## src/rtl/instr_queue_if.sv

```systemverilog
// Fetch-to-decode instruction queue interface: fetch-side offer, decode-side head, flush and occupancy.
// master = surrounding pipeline (drives offers, out_ready, flush); slave = the queue itself.
// Payload fields are flat 32-bit/1-bit signals so the pipeline can wire them directly.
interface instr_queue_if #(
    parameter int DEPTH = 2
);
    localparam int CW = $clog2(DEPTH + 1);

    logic          in_valid;
    logic          in_ready;
    logic [31:0]   in_pc;
    logic [31:0]   in_instr;
    logic          in_inslot;
    logic          in_adel;
    logic [31:0]   in_badvaddr;

    logic          out_valid;
    logic          out_ready;
    logic [31:0]   out_pc;
    logic [31:0]   out_instr;
    logic [31:0]   out_badvaddr;
    logic          out_inslot;
    logic          out_adel;

    logic          flush;
    logic [CW-1:0] count;

    modport master (
        output in_valid, in_pc, in_instr, in_inslot, in_adel, in_badvaddr,
        output out_ready, flush,
        input  in_ready, out_valid, out_pc, out_instr, out_badvaddr, out_inslot, out_adel, count
    );

    modport slave (
        input  in_valid, in_pc, in_instr, in_inslot, in_adel, in_badvaddr,
        input  out_ready, flush,
        output in_ready, out_valid, out_pc, out_instr, out_badvaddr, out_inslot, out_adel, count
    );
endinterface

```

## src/rtl/instr_queue.sv

```systemverilog
// Circular instruction queue between fetch and decode; DEPTH entries (power of two, >= 2).
// Latency: one cycle push-to-head; with INSTR_QUEUE_BYPASS_EN an empty queue forwards in_* the same cycle.
// Backpressure: in_ready = !full from registered count only; flush drops everything and wins over push/pop.
module instr_queue #(
    parameter int DEPTH = 2
) (
    input  logic         clk,
    input  logic         resetn,
    instr_queue_if.slave q
);
    localparam int PW = (DEPTH > 1) ? $clog2(DEPTH) : 1;
    localparam int CW = $clog2(DEPTH + 1);

    typedef struct packed {
        logic [31:0] pc;
        logic [31:0] instr;
        logic [31:0] badvaddr;
        logic        inslot;
        logic        adel;
    } entry_t;

    entry_t          mem [DEPTH];
    entry_t          in_ent;
    entry_t          head;
    logic [PW-1:0]   rd_ptr;
    logic [PW-1:0]   wr_ptr;
    logic [CW-1:0]   count_q;
    logic            empty;
    logic            push;
    logic            pop;

    assign empty      = (count_q == '0);
    assign q.in_ready = (count_q != CW'(DEPTH));
    assign q.count    = count_q;

    // Normalise the offered entry: a faulting fetch carries no instruction, a good one no bad address.
    always_comb begin
        in_ent        = '0;
        in_ent.pc     = q.in_pc;
        in_ent.inslot = q.in_inslot;
        in_ent.adel   = q.in_adel;
        if (q.in_adel) begin
            in_ent.badvaddr = q.in_badvaddr;
        end else begin
            in_ent.instr = q.in_instr;
        end
    end

`ifdef INSTR_QUEUE_BYPASS_EN
    logic byp;
    // Empty queue with a live offer: present it straight to decode.
    assign byp = empty & q.in_valid & ~q.flush;

    // Head selection: stored entry first, then the bypassed offer, otherwise all-zero payload.
    always_comb begin
        head        = '0;
        q.out_valid = 1'b0;
        if (!empty) begin
            head        = mem[rd_ptr];
            q.out_valid = ~q.flush;
        end else if (byp) begin
            head        = in_ent;
            q.out_valid = 1'b1;
        end
    end

    // A bypassed entry taken by decode in the same cycle is never written into storage.
    assign push = q.in_valid & q.in_ready & ~q.flush & ~(byp & q.out_ready);
    assign pop  = q.out_valid & q.out_ready & ~empty;
`else
    // Head selection from storage only, so no in_* signal reaches any out_* signal.
    always_comb begin
        head        = '0;
        q.out_valid = 1'b0;
        if (!empty) begin
            head        = mem[rd_ptr];
            q.out_valid = ~q.flush;
        end
    end

    assign push = q.in_valid & q.in_ready & ~q.flush;
    assign pop  = q.out_valid & q.out_ready;
`endif

    assign q.out_pc       = head.pc;
    assign q.out_instr    = head.instr;
    assign q.out_badvaddr = head.badvaddr;
    assign q.out_inslot   = head.inslot;
    assign q.out_adel     = head.adel;

    // Pointer and occupancy update; pointers wrap naturally because DEPTH is a power of two.
    always_ff @(posedge clk or negedge resetn) begin
        if (!resetn) begin
            rd_ptr  <= '0;
            wr_ptr  <= '0;
            count_q <= '0;
        end else if (q.flush) begin
            rd_ptr  <= '0;
            wr_ptr  <= '0;
            count_q <= '0;
        end else begin
            if (push) begin
                wr_ptr <= wr_ptr + PW'(1);
            end
            if (pop) begin
                rd_ptr <= rd_ptr + PW'(1);
            end
            case ({push, pop})
                2'b10:   count_q <= count_q + CW'(1);
                2'b01:   count_q <= count_q - CW'(1);
                default: count_q <= count_q;
            endcase
        end
    end

    // Entry storage; validity is tracked solely by count/pointers, so data needs no reset.
    always_ff @(posedge clk) begin
        if (push) begin
            mem[wr_ptr] <= in_ent;
        end
    end
endmodule

```

## src/flat_wrapper.sv

```systemverilog
// flat-port wrapper written by rule: the top's interface ports become plain ports
module instr_queue_flat 
#(
    parameter int DEPTH = 2
)
  (clk, resetn, q_in_valid, q_in_pc, q_in_instr, q_in_inslot, q_in_adel, q_in_badvaddr, q_out_ready, q_flush, q_in_ready, q_out_valid, q_out_pc, q_out_instr, q_out_badvaddr, q_out_inslot, q_out_adel, q_count);
  instr_queue_if #(.DEPTH(DEPTH)) q_i ();
  input  logic clk;
  input  logic resetn;
  input wire logic [$bits(q_i.in_valid)-1:0] q_in_valid;
  input wire logic [$bits(q_i.in_pc)-1:0] q_in_pc;
  input wire logic [$bits(q_i.in_instr)-1:0] q_in_instr;
  input wire logic [$bits(q_i.in_inslot)-1:0] q_in_inslot;
  input wire logic [$bits(q_i.in_adel)-1:0] q_in_adel;
  input wire logic [$bits(q_i.in_badvaddr)-1:0] q_in_badvaddr;
  input wire logic [$bits(q_i.out_ready)-1:0] q_out_ready;
  input wire logic [$bits(q_i.flush)-1:0] q_flush;
  output wire logic [$bits(q_i.in_ready)-1:0] q_in_ready;
  output wire logic [$bits(q_i.out_valid)-1:0] q_out_valid;
  output wire logic [$bits(q_i.out_pc)-1:0] q_out_pc;
  output wire logic [$bits(q_i.out_instr)-1:0] q_out_instr;
  output wire logic [$bits(q_i.out_badvaddr)-1:0] q_out_badvaddr;
  output wire logic [$bits(q_i.out_inslot)-1:0] q_out_inslot;
  output wire logic [$bits(q_i.out_adel)-1:0] q_out_adel;
  output wire logic [$bits(q_i.count)-1:0] q_count;
  assign q_i.in_valid = q_in_valid;
  assign q_i.in_pc = q_in_pc;
  assign q_i.in_instr = q_in_instr;
  assign q_i.in_inslot = q_in_inslot;
  assign q_i.in_adel = q_in_adel;
  assign q_i.in_badvaddr = q_in_badvaddr;
  assign q_i.out_ready = q_out_ready;
  assign q_i.flush = q_flush;
  assign q_in_ready = q_i.in_ready;
  assign q_out_valid = q_i.out_valid;
  assign q_out_pc = q_i.out_pc;
  assign q_out_instr = q_i.out_instr;
  assign q_out_badvaddr = q_i.out_badvaddr;
  assign q_out_inslot = q_i.out_inslot;
  assign q_out_adel = q_i.out_adel;
  assign q_count = q_i.count;
  instr_queue #(.DEPTH(DEPTH)) u_core (.clk(clk), .resetn(resetn), .q(q_i));
endmodule
```

## config.mk

```make
export PLATFORM = sky130hd
export DESIGN_NAME = instr_queue_flat
export DESIGN_NICKNAME = d
export VERILOG_FILES = /design/src/rtl/instr_queue_if.sv /design/src/rtl/instr_queue.sv /design/src/flat_wrapper.sv
export SDC_FILE = /design/constraint.sdc
export NUM_CORES = 1
export LEC_CHECK = 0
export ABC_AREA = 1
export CAP_MARGIN = 20
export CORE_MARGIN = 2
export CORE_UTILIZATION = 40
export CTS_CLUSTER_SIZE = 20
export DETAILED_ROUTE_END_ITERATION = 7
export PLACE_DENSITY = 0.67
export RECOVER_POWER = 100
export SYNTH_ARGS = -nofsm -noshare
export SYNTH_HDL_FRONTEND = slang
export SYNTH_SLANG_ARGS = --single-unit
```

## constraint.sdc

```tcl
create_clock -name clk -period 10.1 [get_ports clk]
set_input_delay 2.02 -clock clk [delete_from_list [all_inputs] [get_ports clk]]
set_output_delay 2.02 -clock clk [all_outputs]
set_load 0.005 [all_outputs]
```

Word level (Yosys, flattened, before mapping)
Memories as Yosys holds them, arrays and structs flattened. Index checks and enable logic that the tools add are counted.

Register bits: 4. RAM bits: 196. Output and inout port bits: 102. Logic and storage cells: 31. Memories kept: 1.

Memory list: u_core.mem (words 2, width 98, rd ports 1, clocked after Yosys merged registers in 0, write ports 1, line instr_queue.sv:22) `entry_t mem [DEPTH];`.

Add/sub/neg operators: 4. Eq/ne operators: 3. Mux-type cells: 12. Bitwise gates (word level): 4. Reductions and logical operators: 4.

Operators with widths (number): $mux W98 (1); $mux W32 (2); $mux W1 (7); $pmux W2 S2 (1); $reduce_bool A2 Y1 (2); $and A1 B1 Y1 (3); $reduce_bool A3 Y1 (1); $add A1 B1 Y1 const B (2); $add A2 B1 Y2 const B (1); $eq A2 B1 Y1 const B (1); $eq A2 B2 Y1 const B (1); $logic_not A2 Y1 (1); $mux W2 (1); $ne A2 B2 Y1 const B (1); $sub A2 B1 Y2 const B (1); $not A1 Y1 (1).

Longest topological paths before layout
Word-level depth: 6. Depth in mapped cells: 9.

Worst setup path after synthesis
OpenSTA, ideal clock, no wires.

Path type: input to register. Start point: input q_flush. End point: memory u_core.mem[1][0] (netlist bit) (enable). Setup time: 0.676 ns. Arrival time: 8.806 ns. Data required time: 9.424 ns. Path slack: 0.618 ns. Stages on the path: 1. Path buffers: 0. Path through: nor3_1.

Cells in the longest elaborated chain, start to end: 4.

RTL lines: start, declared (line flat_wrapper.sv:17) `input wire logic [$bits(q_i.flush)-1:0] q_flush;`; $not A1 Y1 (line instr_queue.sv:81) `assign push = q.in_valid & q.in_ready & ~q.flush;`; $and A1 B1 Y1 (line instr_queue.sv:81); $mux W1 (line instr_queue.sv:118) `if (push) begin`; $mux W1 (implied by the code) (line instr_queue.sv:119) `mem[wr_ptr] <= in_ent;`; end, declared (line instr_queue.sv:22).

No other way between the ends.

Worst setup path in the final report
Start point: register u_core.rd_ptr. End point: output q_out_instr[21].

Cells in the longest elaborated chain, start to end: 2.

RTL lines: start, declared (line instr_queue.sv:25) `logic [PW-1:0] rd_ptr;`; start signal, assigned (line instr_queue.sv:106) `rd_ptr <= rd_ptr + PW'(1);`; $mem_v2 Z2 W98; $mux W98 (line instr_queue.sv:75) `if (!empty) begin`; end, declared (line flat_wrapper.sv:21) `output wire logic [$bits(q_i.out_instr)-1:0] q_out_instr;`.

No other way between the ends.

==> metrics.txt <==
status=finished with violations; violated checks=capacitance limit, slew limit; post-CTS resize count=0; htree depth=4; Die ar.=21,300 um2; initial DRC count=303; largest net degree at the start of global routing=84; power density cells=226.4 nW/um2; DP Area=10,320 um2; drt via density=4.668; area delta synth->final=34.35%; fin crit period=6.977 ns; Overall Global Routing Usage=17.32%; Clock Tree Root=clkbuf_16; TritonRoute pass-1 iters=4; Hold Buf Count CTS=0; relative slew slack=-161.3%; via count=5,447; CTS Buf Count=17; setup TNS=0 ns; fmax=143.3 MHz; actual slew at the worst max-slew pin=3.920 ns; fin crit share=69.08%; P_leak=4.356 nW; buffer count from post-CTS setup fixing=0; vias in the first global route=5,715; # DRC=0; cells after synthesis=696; nets@finish=992; Worst EP arrival=4.96 ns; HP Class=flip-flop to flip-flop; post-synth top area share=73.04%; wire length of the first global-routing pass=29.12 mm; synth warn=0; final wirelength=18.00 mm; crit path max fanout=83; Yosys cell types=19; syn_nets=799; Final Hold Viols=0; Seq/Total Area, Yosys=74.29%; num rows=51; clk buf depth=2; setup violators final=0; clock skew=0.01098 ns; CP required=8.08 ns; clk sink count=200; crit path capture type=output port; gr ovfl total=0; final-report max-slew violation count=365; placer congestion estimate=0.7049; layout cell share with drive strength beyond 1=4.767%; DR WL/cell=15.42 um; max-cap check violation count=6; post-synthesis area per instance=11.58 um2; post-route cell area=10,830 um2; main area contributors after synthesis=edfxtp_1 (73%), nand2_1 (11%), a21oi_1 (6.1%); Die H=145.9 um; die width=145.9 um; core area=19,590 um2; startpoint types=flip-flop; kind of critical path=flip-flop to output port; diode count=0; Clk Latency, worst-skew pair=0.43 ns; cell taking the most area after synthesis=edfxtp_1; initial antenna violation count=0; flops & latches, synth=200; Initial Util=41.13%; post-route ant nets=0; HPWL after detailed placement=10.73 mm; Worst IR Drop VDD=0.1471 mV; Synth Cell Area=8058 um2; Clock Pin Slew Worst Setup and Hold Paths=0.07 ns; unrepaired setup endpoints after global routing=false; CTS tree=built; count of buffers from port buffering=204; IO Count=205
==> cell families after synthesis <==
family	synth area share [%]
AOI/OAI and AO/OA	6.320
buffers and inverters	5.590
DFF	74.29
and+or+nand+nor	13.80
==> critical path: stages, from the launching register on <==
cell and delay, ns:
dfrtp_4 0.57, clkbuf_1 2.75, nand2_1 0.20, a21oi_1 0.32
dlygate4sd3_1 0.60
==> report_power, final <==
group          total (mW)  switching [mW]  internal (mW)
Clock               0.629           0.307          0.322
Sequential           1.03          0.0282          0.999
Combinational       0.794           0.424          0.369
Total                2.45           0.760           1.69
==> layout by cell type (no fill, tap or decap), types with 4 or more instances in the layout <==
cell             instances
nand2_1                241
edfxtp_1               196
dlygate4sd3_1          132
a21oi_1                 99
clkdlybuf4s50_1         71
inv_1                   69
nor2_1                  34
clkbuf_16               17
clkbuf_1                 6
inv_6                    4
==> metrics by stage <==
stage	std cells	util, %	hold slack [ns]	power [mW]	worst slack (ns)
2_1_floorplan	696	-	0.5156	1.411	0.6182
3_3_place_gp	1135	52.67	0.5651	1.892	4.839
3_5_place_dp	1135	52.67	0.5675	1.902	4.831
4_1_cts	1167	55.44	0.5884	2.536	4.825
5_1_grt	1167	55.26	0.5960	2.595	2.432
6_report	1167	55.26	0.5718	2.450	3.123
==> layer usage <==
metal  share of wire, %  vias up  GRT usage, %
li1                   -     2691             -
met1                 44     2583         22.20
met2                 49      159         28.96
met3                6.2       14         4.451
met4                1.3        0         5.441
met5                  0        -             0
==> cells in the mapped netlist <==
master,instances
nand3_2,1
clkbuf_1,10
buf_4,1
nor2_1,33
buf_2,27
nor2_4,2
edfxtp_1,196
a21oi_1,98
nand3_1,2
dfrtp_1,4
nor3_1,1
nand2_2,3
nand2_1,241
inv_1,70
nand4_1,1
a21oi_2,1
o21ai_0,2
nand2_4,1
inv_2,2
==> layout make-up <==
cell class	count	area, um2
multi-input cells	386	1610
fillers	1687	8765
clock inverters	14	113.9
inverters	72	272.8
repair buffers	212	2078
clock buffers	18	429.2
flip-flops and latches	200	5989
well taps	265	331.6
==> registers in the layout, summed over array words and instances, names as in the netlist <==
signal / flops
u_core.mem: 196
u_core.q.count: 2
u_core.rd_ptr: 1
u_core.wr_ptr: 1
==> path summary, 6_finish.rpt <==
check                             startpoint                end  slack [ns]  depth (start not counted)
min                            u_core.wr_ptr      u_core.wr_ptr        0.57                          2
max in group asynchronous             resetn      u_core.rd_ptr        8.05                          1
min reg2reg                    u_core.wr_ptr      u_core.wr_ptr        0.57                          2
max reg2reg                u_core.q.count[0]  u_core.mem[0][50]        5.19                          7
min in group asynchronous             resetn      u_core.rd_ptr        1.86                          1
max                            u_core.rd_ptr    q_out_instr[21]        3.12                          4
(Power assumes the default switching activity.)
